$ cat src/rtl/shiftregin_loader_pkg.sv
// Shared constants and types for the input shift-register loader and its
// beat counter.
package shiftregin_loader_pkg;

    localparam int unsigned N_LANES   = 40;
    localparam int unsigned HOLD_ADDR = 63;
    localparam int unsigned CNT_W     = 6;

    localparam logic SR_SHIFT = 1'b0;
    localparam logic SR_ADDR  = 1'b1;

    typedef enum logic [1:0] {
        IDLE  = 2'd0,
        CLEAR = 2'd1,
        LOAD  = 2'd2,
        FIN   = 2'd3
    } loader_state_e;

endpackage

$ cat src/rtl/shiftregin_loader_beat_counter.sv
// Beat counter with synchronous clear, enable and a terminal flag at N-1;
// shared by the loader and the output-side unloader.
module loader_beat_counter
    import shiftregin_loader_pkg::*;
#(
    parameter int unsigned N = N_LANES
) (
    input  logic             clk,
    input  logic             rst_n,
    input  logic             clr,
    input  logic             en,
    output logic [CNT_W-1:0] cnt,
    output logic             last_c
);

    logic [CNT_W-1:0] cnt_q;
    logic [CNT_W-1:0] cnt_d;

    always_comb begin
        cnt_d = cnt_q;
        if (clr) begin
            cnt_d = '0;
        end else if (en) begin
            cnt_d = cnt_q + CNT_W'(1);
        end
    end

    always_ff @(posedge clk or negedge rst_n) begin
        if (!rst_n) begin
            cnt_q <= '0;
        end else begin
            cnt_q <= cnt_d;
        end
    end

    assign cnt    = cnt_q;
    assign last_c = (cnt_q == CNT_W'(N - 1));

endmodule

$ cat src/rtl/shiftregin_loader.sv
// Converts a valid/ready word stream into one frame of shift-register
// control (shift-in through lane 0 or addressed lane writes).
module shiftregin_loader
    import shiftregin_loader_pkg::*;
#(
    parameter int unsigned B         = 8,
    parameter int unsigned N         = N_LANES,
    parameter int unsigned HOLD_ADDR = shiftregin_loader_pkg::HOLD_ADDR
) (
    input  logic             clk,
    input  logic             rst_n,
    input  logic             start,
    input  logic             cfg_mode,
    input  logic             cfg_clear,
    input  logic             abort,
    input  logic [B-1:0]     s_data,
    input  logic             s_valid,
    output logic             s_ready,
    output logic [B-1:0]     sr_in0,
    output logic [B-1:0]     sr_in1,
    output logic [CNT_W-1:0] sr_addr,
    output logic             sr_mode,
    output logic             sr_rst,
    output logic             busy,
    output logic             done,
    output logic [CNT_W-1:0] cnt
);

    loader_state_e    state_q, state_d;
    logic             mode_q, mode_d;
    logic [B-1:0]     sr_in0_q, sr_in0_d;
    logic [B-1:0]     sr_in1_q, sr_in1_d;
    logic [CNT_W-1:0] sr_addr_q, sr_addr_d;
    logic             sr_mode_q, sr_mode_d;
    logic             sr_rst_q, sr_rst_d;
    logic             busy_q, busy_d;
    logic             done_q, done_d;
    logic             cnt_clr;
    logic             cnt_last;
    logic             beat;

    // Ready depends only on state; abort blocks any beat in its own cycle.
    assign s_ready = (state_q == LOAD) && !abort;
    assign beat    = s_ready && s_valid;

    loader_beat_counter #(.N(N)) u_cnt (
        .clk    (clk),
        .rst_n  (rst_n),
        .clr    (cnt_clr),
        .en     (beat),
        .cnt    (cnt),
        .last_c (cnt_last)
    );

    // Next state and next registered outputs; hold encoding is the default.
    always_comb begin
        state_d   = state_q;
        mode_d    = mode_q;
        sr_in0_d  = sr_in0_q;
        sr_in1_d  = sr_in1_q;
        sr_addr_d = CNT_W'(HOLD_ADDR);
        sr_mode_d = SR_ADDR;
        sr_rst_d  = 1'b0;
        busy_d    = busy_q;
        done_d    = 1'b0;
        cnt_clr   = 1'b0;

        if (abort) begin
            state_d = IDLE;
            busy_d  = 1'b0;
        end else begin
            case (state_q)
                IDLE: begin
                    if (start) begin
                        mode_d  = cfg_mode;
                        cnt_clr = 1'b1;
                        busy_d  = 1'b1;
                        if (cfg_clear) begin
                            state_d  = CLEAR;
                            sr_rst_d = 1'b1;
                        end else begin
                            state_d = LOAD;
                        end
                    end
                end
                CLEAR: begin
                    state_d = LOAD;
                end
                LOAD: begin
                    if (beat) begin
                        if (mode_q == SR_SHIFT) begin
                            sr_in0_d  = s_data;
                            sr_mode_d = SR_SHIFT;
                            sr_addr_d = '0;
                        end else begin
                            sr_in1_d  = s_data;
                            sr_addr_d = cnt;
                        end
                        if (cnt_last) begin
                            state_d = FIN;
                        end
                    end
                end
                FIN: begin
                    state_d = IDLE;
                    busy_d  = 1'b0;
                    done_d  = 1'b1;
                end
                default: begin
                    state_d = IDLE;
                    busy_d  = 1'b0;
                end
            endcase
        end
    end

    always_ff @(posedge clk or negedge rst_n) begin
        if (!rst_n) begin
            state_q   <= IDLE;
            mode_q    <= SR_SHIFT;
            sr_in0_q  <= '0;
            sr_in1_q  <= '0;
            sr_addr_q <= CNT_W'(HOLD_ADDR);
            sr_mode_q <= SR_ADDR;
            sr_rst_q  <= 1'b0;
            busy_q    <= 1'b0;
            done_q    <= 1'b0;
        end else begin
            state_q   <= state_d;
            mode_q    <= mode_d;
            sr_in0_q  <= sr_in0_d;
            sr_in1_q  <= sr_in1_d;
            sr_addr_q <= sr_addr_d;
            sr_mode_q <= sr_mode_d;
            sr_rst_q  <= sr_rst_d;
            busy_q    <= busy_d;
            done_q    <= done_d;
        end
    end

    assign sr_in0  = sr_in0_q;
    assign sr_in1  = sr_in1_q;
    assign sr_addr = sr_addr_q;
    assign sr_mode = sr_mode_q;
    assign sr_rst  = sr_rst_q;
    assign busy    = busy_q;
    assign done    = done_q;

endmodule

$ cat config.mk
export PLATFORM = sky130hd
export DESIGN_NAME = shiftregin_loader
export DESIGN_NICKNAME = d
export VERILOG_FILES = /design/src/rtl/shiftregin_loader_pkg.sv /design/src/rtl/shiftregin_loader_beat_counter.sv /design/src/rtl/shiftregin_loader.sv
export SDC_FILE = /design/constraint.sdc
export NUM_CORES = 1
export LEC_CHECK = 0
export ABC_CLOCK_PERIOD_IN_PS = 1700
export CORE_UTILIZATION = 42
export CTS_BUF_LIST = sky130_fd_sc_hd__clkbuf_4
export CTS_CLUSTER_SIZE = 20
export DETAILED_ROUTE_END_ITERATION = 10
export GPL_ROUTABILITY_DRIVEN = 0
export PLACE_DENSITY = 0.81
export SKIP_CTS_REPAIR_TIMING = 1
export SLEW_MARGIN = 20
export SYNTH_ARGS = -nofsm -noshare
export SYNTH_HDL_FRONTEND = slang
export SYNTH_SLANG_ARGS = --single-unit
$ cat constraint.sdc
create_clock -name clk -period 1.7 [get_ports clk]
set_clock_uncertainty 0.05 [all_clocks]
set_input_delay 0.255 -clock clk [delete_from_list [all_inputs] [get_ports clk]]
set_output_delay 0.255 -clock clk [all_outputs]
set_load 0.05 [all_outputs]
==> impl_metrics.csv, run 1 <==
group,metric,value,unit
floorplanning,die-area,0.003753,mm^2
power_and_ir_drop,pwr-share-seq,33.9,%
global_route,antenna_found_initial,0,
setup_path,criticalPathCategory,"flip-flop to output port",
cells_and_area,final_layout_size_suffix_gt1_share,48.85,%
power_and_ir_drop,power.total,3905,uW
yosys,synth.distinct_cells,31,
yosys,synth_flop_cell,"dfrtp_1",
global_route,use_met1,21.30,%
drt,drc,0,
cts,clock_tree.buffer_depth,2,
cts,insertion_delay,330,ps
setup_path,r2r-start,"state_q[0]",
floorplanning,io_pins,48,
yosys,syn_inst,111,
setup_path,cp-start-kind,"flip-flop",
setup_path,cp_max_fo,3,
yosys,ys_warn_count,0,
sta,relSlewSlack,70.95,%
power_and_ir_drop,switching_share,43.81,%
setup_path,r2r_cells,6,
sta,fmax,614.9,MHz
yosys,syn_nets,130,
drt,firstDrtPassIters,5,
cells_and_area,num_antenna_cells,0,
floorplanning,dieWidth,61.27,um
yosys,netlist_top_cells_count,"dfrtp_1, mux2_2, dfstp_2, a21o_1, a21oi_1",
job,cap_violations,0,
yosys,syn_area,0.001475,mm^2
yosys,yosysMostFrequentCell,"dfrtp_1",
sta,final.period_utilization,95.67,%
power_and_ir_drop,p_sw,1711,uW
cts,cts_root_buf,"clkbuf_4",
yosys,synth_area_per_cell,13.29,um^2
power_and_ir_drop,p_leak,0.001047,uW
yosys,async_flop_share,100.0,%
drt,post_drt_wl_per_cell,14.26,um
global_route,grt_max_degree,36,
power_and_ir_drop,combPwrFrac,50.8,%
sta,period_minus_slack,1626,ps
cells_and_area,final_util,65.96,%
status,outcome,"finished clean",
power_and_ir_drop,pwr-share-clk,15.3,%
power_and_ir_drop,internal-power,2194,uW
cts,cts_tree,"done",
global_route,grt_pass1_vias,1135,
yosys,synth_area_leader_cell,"dfrtp_1",
yosys,synth.area.top_cells,"dfrtp_1, mux2_2, dfstp_2",
global_route,grtUsageMet3,4.202,%
drt,ant_nets,0,
setup_path,crit_required,1390,ps
power_and_ir_drop,ir_worst_vdd,1096,uV
sta,setup_viol,0,
setup_path,setup.worst_path.start,"state_q[0]",
global_route,use_met2,33.39,%
drt,vias,1135,
placed_design,hpwl,2.410,mm
global_route,grt_pass1_wl,5.002,mm
floorplanning,core.rowCount,21,
cts,cts.clk_slew.worst_paths,100,ps
floorplanning,core,0.003363,mm^2
drt,drtIter0Drc,8,
placed_design,io_buffers,47,
yosys,synth_top_area_share,47.50,%
power_and_ir_drop,power.density,1760,mW/mm^2
global_route,grt_usage,18.84,%
yosys,synth_seq_cells,35,
cts,cts_sinks,35,
sta,worst_slew_pin_slew,435.8,ps
global_route,top_usage_layer,"met2",
cells_and_area,nets,192,
floorplanning,initial_core_util,43.86,%
sta,slew_violations,0,
cells_and_area,syn_to_final_growth,50.38,%
setup_path,crit_arrival,1320,ps
yosys,synth_edf_count,0,
cts,htree_levels,2,
drt,totalWireLength,3.138,mm
global_route,grt-ovfl-total,0,
drt,vias_per_cell,5.159,
sta,hold_viol,0,
yosys,synth.yosys.seq_area_share,59.97,%
setup_path,end_kind,"output port",
min_path,hp-class,"input port to async pin",
cts,cts_inserted_buffers,5,
floorplanning,die_h,61.27,um
==> per-layer routing <==
| metal | part of all wire (%) | vias up |
|---|---|---|
| li1 | - | 524 |
| met2 | 56 | 31 |
| met4 | 1.9 | 0 |
| met3 | 4.3 | 8 |
| met5 | 0 | - |
| met1 | 38 | 572 |
==> flip-flops by register name (all words and copies together) (netlist names), 2 cells and up <==
name       flops
state_q        2
sr_in1         8
sr_addr        6
u_cnt.cnt      6
sr_in0         8
==> final cells by class <==
cell class	instances	area (um^2)
Fill cell	268	1145
Sequential cell	35	884.6
Timing Repair Buffer	57	588.1
Multi-Input combinational cell	69	586.8
Tap cell	46	57.56
Clock buffer	7	52.55
Clock inverter	1	30.03
Inverter	5	18.77
==> cell families (layout without fill, tap and decap cells) <==
group	Yosys count	count (layout)	share of synthesized area [%]
mux	18	18	13.66
xor+xnor	2	2	1.188
flops	35	35	59.97
simple gates	24	24	10.52
buf+inv	7	70	1.866
compound gates	21	21	9.415
fa+ha+maj	4	4	3.393
==> final timing paths <==
kind | to | slack, ps
min in group clk | sr_in0[4] | 470
max in group asynchronous | sr_addr[0] | 980
setup / recovery | s_ready | 70
hold / removal | sr_in1[3] | 270
hold reg to reg | sr_in0[4] | 470
setup reg to reg | u_cnt.cnt[4] | 90
==> power groups by stage <==
| stage | combinational [uW] | clock (uW) | sequential, uW |
|---|---|---|---|
| floorplan | 466 | 0 | 2120 |
| global placement | 1920 | 0 | 1310 |
| detailed placement | 1970 | 0 | 1340 |
| CTS | 1970 | 614 | 1320 |
| global route | 2100 | 664 | 1370 |
| finish | 1980 | 599 | 1320 |
==> critical path, stage by stage, from the launching register on <==
cell,delay [ps]
dfrtp_1,420
inv_2,100
ha_4,160
and2b_4,180
buf_12,130
==> per-stage QoR <==
stage,TNS [ps],worst slack [ps],hold slack (ps),instance area [um^2],instances
2_1_floorplan,0,51.61,-90.59,1478,111
6_report,0,73.61,270.0,2218,220
5_1_grt,-15.04,-9.290,300.2,2218,220
3_3_place_gp,-158.7,-21.14,438.0,2122,213
3_5_place_dp,-919.9,-97.31,449.0,2122,213
4_1_cts,-149.2,-131.4,278.4,2205,221
==> cells in the final DEF (no fill, tap or decap), types with 2 or more instances in the layout <==
cell type and count:
nor2_1 4, nor2_2 2, a21oi_1 6, o21ai_0 4
nand2_1 2, dfstp_2 7, inv_1 4, nand3_1 4
ha_1 3, a21o_1 6, dfrtp_1 28, mux2_2 17
buf_4 33, clkdlybuf4s50_1 14, clkbuf_4 7, xor2_1 2
or3_1 2, buf_12 10
No activity file was read; power rests on OpenSTA's default activity.
==> run 2: changes to the inputs <==
Settings changed: CORE_UTILIZATION 42 to 41, CTS_BUF_LIST sky130_fd_sc_hd__clkbuf_4 to default, PLACE_DENSITY 0.81 to 0.79, REMOVE_ABC_BUFFERS from default to 1.
==> impl_metrics.csv, run 2 (synthesis results as in run 1) <==
group,metric,value,unit
cells_and_area,final_util,64.64,%
min_path,hp-class,"input port to async pin",
drt,vias,1145,
sta,fmax,609.8,MHz
cts,insertion_delay,330,ps
global_route,antenna_found_initial,0,
floorplanning,die_h,61.99,um
sta,hold_slack,260.6,ps
setup_path,end_kind,"output port",
cts,cts.clk_slew.worst_paths,110,ps
drt,firstDrtPassIters,6,
cts,cts_sinks,35,
sta,final.period_utilization,96.46,%
global_route,grt_pass1_wl,4.995,mm
sta,period_minus_slack,1640,ps
cells_and_area,syn_to_final_growth,48.52,%
cts,clock_tree.buffer_depth,2,
sta,relSlewSlack,71.76,%
cts,cts_root_buf,"clkbuf_4",
setup_path,r2r-start,"state_q[0]",
setup_path,crit_required,1390,ps
setup_path,crit_chain,"inv_2 -> ha_4 -> and2b_1 -> buf_12",
cells_and_area,fillCellCount,257,
cells_and_area,final_layout_size_suffix_gt1_share,48.00,%
setup_path,cp_max_fo,3,
status,outcome,"finished clean",
power_and_ir_drop,power.density,1700,mW/mm^2
drt,drtIter0Drc,49,
setup_path,slowest_stage,"dfrtp_1",
global_route,grt_usage,18.47,%
placed_design,pre_cts_ws,-131.9,ps
setup_path,criticalPathCategory,"flip-flop to output port",
cells_and_area,final_common_cell,"buf_4",
setup_path,slowest_delay,410,ps
power_and_ir_drop,ir_worst_vdd,877.2,uV
placed_design,io_buffers,47,
setup_path,r2r_cells,7,
cts,htree_levels,2,
sta,worst_slew_pin_slew,423.6,ps
global_route,grt_pass1_vias,1033,
power_and_ir_drop,p_leak,0.001029,uW
cts,cts_tree,"done",
drt,post_drt_wl_per_cell,14.57,um
global_route,grt_max_degree,36,
power_and_ir_drop,power.total,3724,uW
floorplanning,dieWidth,61.99,um
global_route,grt-ovfl-total,0,
floorplanning,core.rowCount,21,
cts,cts_inserted_buffers,5,
floorplanning,die-area,0.003842,mm^2
drt,totalWireLength,3.221,mm
placed_design,hpwl,2.390,mm
floorplanning,core,0.003390,mm^2
job,cap_violations,0,
drt,drc,0,
floorplanning,io_pins,48,
sta,hold_viol,0,
cells_and_area,nets,193,
floorplanning,initial_core_util,43.52,%
cells_and_area,num_antenna_cells,0,
setup_path,cp-start-kind,"flip-flop",
cells_and_area,layout_common_cells,"buf_4, dfrtp_1, mux2_2, clkdlybuf4s50_1, buf_12",
setup_path,crit_arrival,1330,ps
drt,ant_nets,0,
setup_path,worst_r2r_endpoint,"sr_in0[1]",
sta,fin_ws,60.10,ps
sta,setup_viol,0,
drt,vias_per_cell,5.181,
setup_path,r2r_setup_slack,60,ps
sta,slew_violations,0,
==> run 2: changes by cell type in the layout (fill, tap and decap cells not counted), sizes merged <==
| cell | previous run | this run |
|---|---|---|
| clkinvlp | 0 | 1 |
| clkinv | 0 | 1 |
| clkbuf | 7 | 6 |
| bufinv | 1 | 0 |
| buf | 43 | 44 |
==> run 2: stage by stage <==
step / std cells / TNS (ps) / instance area [um^2]
floorplan: 109 / -1328 / 1466
global placement: 212 / -704.7 / 2112
detailed placement: 212 / -1180 / 2112
CTS: 220 / -169.0 / 2166
global route: 221 / -17.41 / 2191
finish: 221 / 0 / 2191
==> run 2: layout make-up <==
cell class / count / area [um^2] / area share [%]
multi-input cells: 69 / 579.3 / 26.44
well taps: 46 / 57.56 / 2.627
repair buffers: 58 / 595.6 / 27.18
inverters: 5 / 18.77 / 0.8567
clock buffers: 6 / 41.29 / 1.885
flip-flops and latches: 35 / 885.9 / 40.43
clock inverters: 2 / 12.51 / 0.5711
==> run 2: routing by layer <==
layer	GRT usage [%]	wire length, um	vias up
met5	0	0	-
met4	6.667	38	0
met3	6.211	185	4
met2	27.66	1667	40
met1	25.03	1329	576
li1	-	-	525
==> run 2: power breakdown <==
group	total, uW	internal, uW	switching (uW)
Clock	431	160	271
Sequential	1330	1120	212
Combinational	1960	729	1230
==> run 2: worst max-delay path by stage <==
| stage | end | depth (start not counted) | startpoint |
|---|---|---|---|
| after global routing | sr_in0[5] | 7 | state_q[0] |
| after floorplan | sr_in1[0] | 5 | state_q[0] |
| after detailed placement | state_q[1] | 4 | s_valid |
| after global placement | state_q[1] | 4 | s_valid |
| final | s_ready | 4 | state_q[0] |
| after CTS | s_ready | 5 | state_q[0] |
==> run 2: critical path: cells and delay by family (launching register included) <==
| family | cells | cell delay, ps |
|---|---|---|
| adders and majority gates | 1 | 130 |
| buffers and inverters | 2 | 240 |
| DFF | 1 | 410 |
| and+or+nand+nor | 1 | 210 |
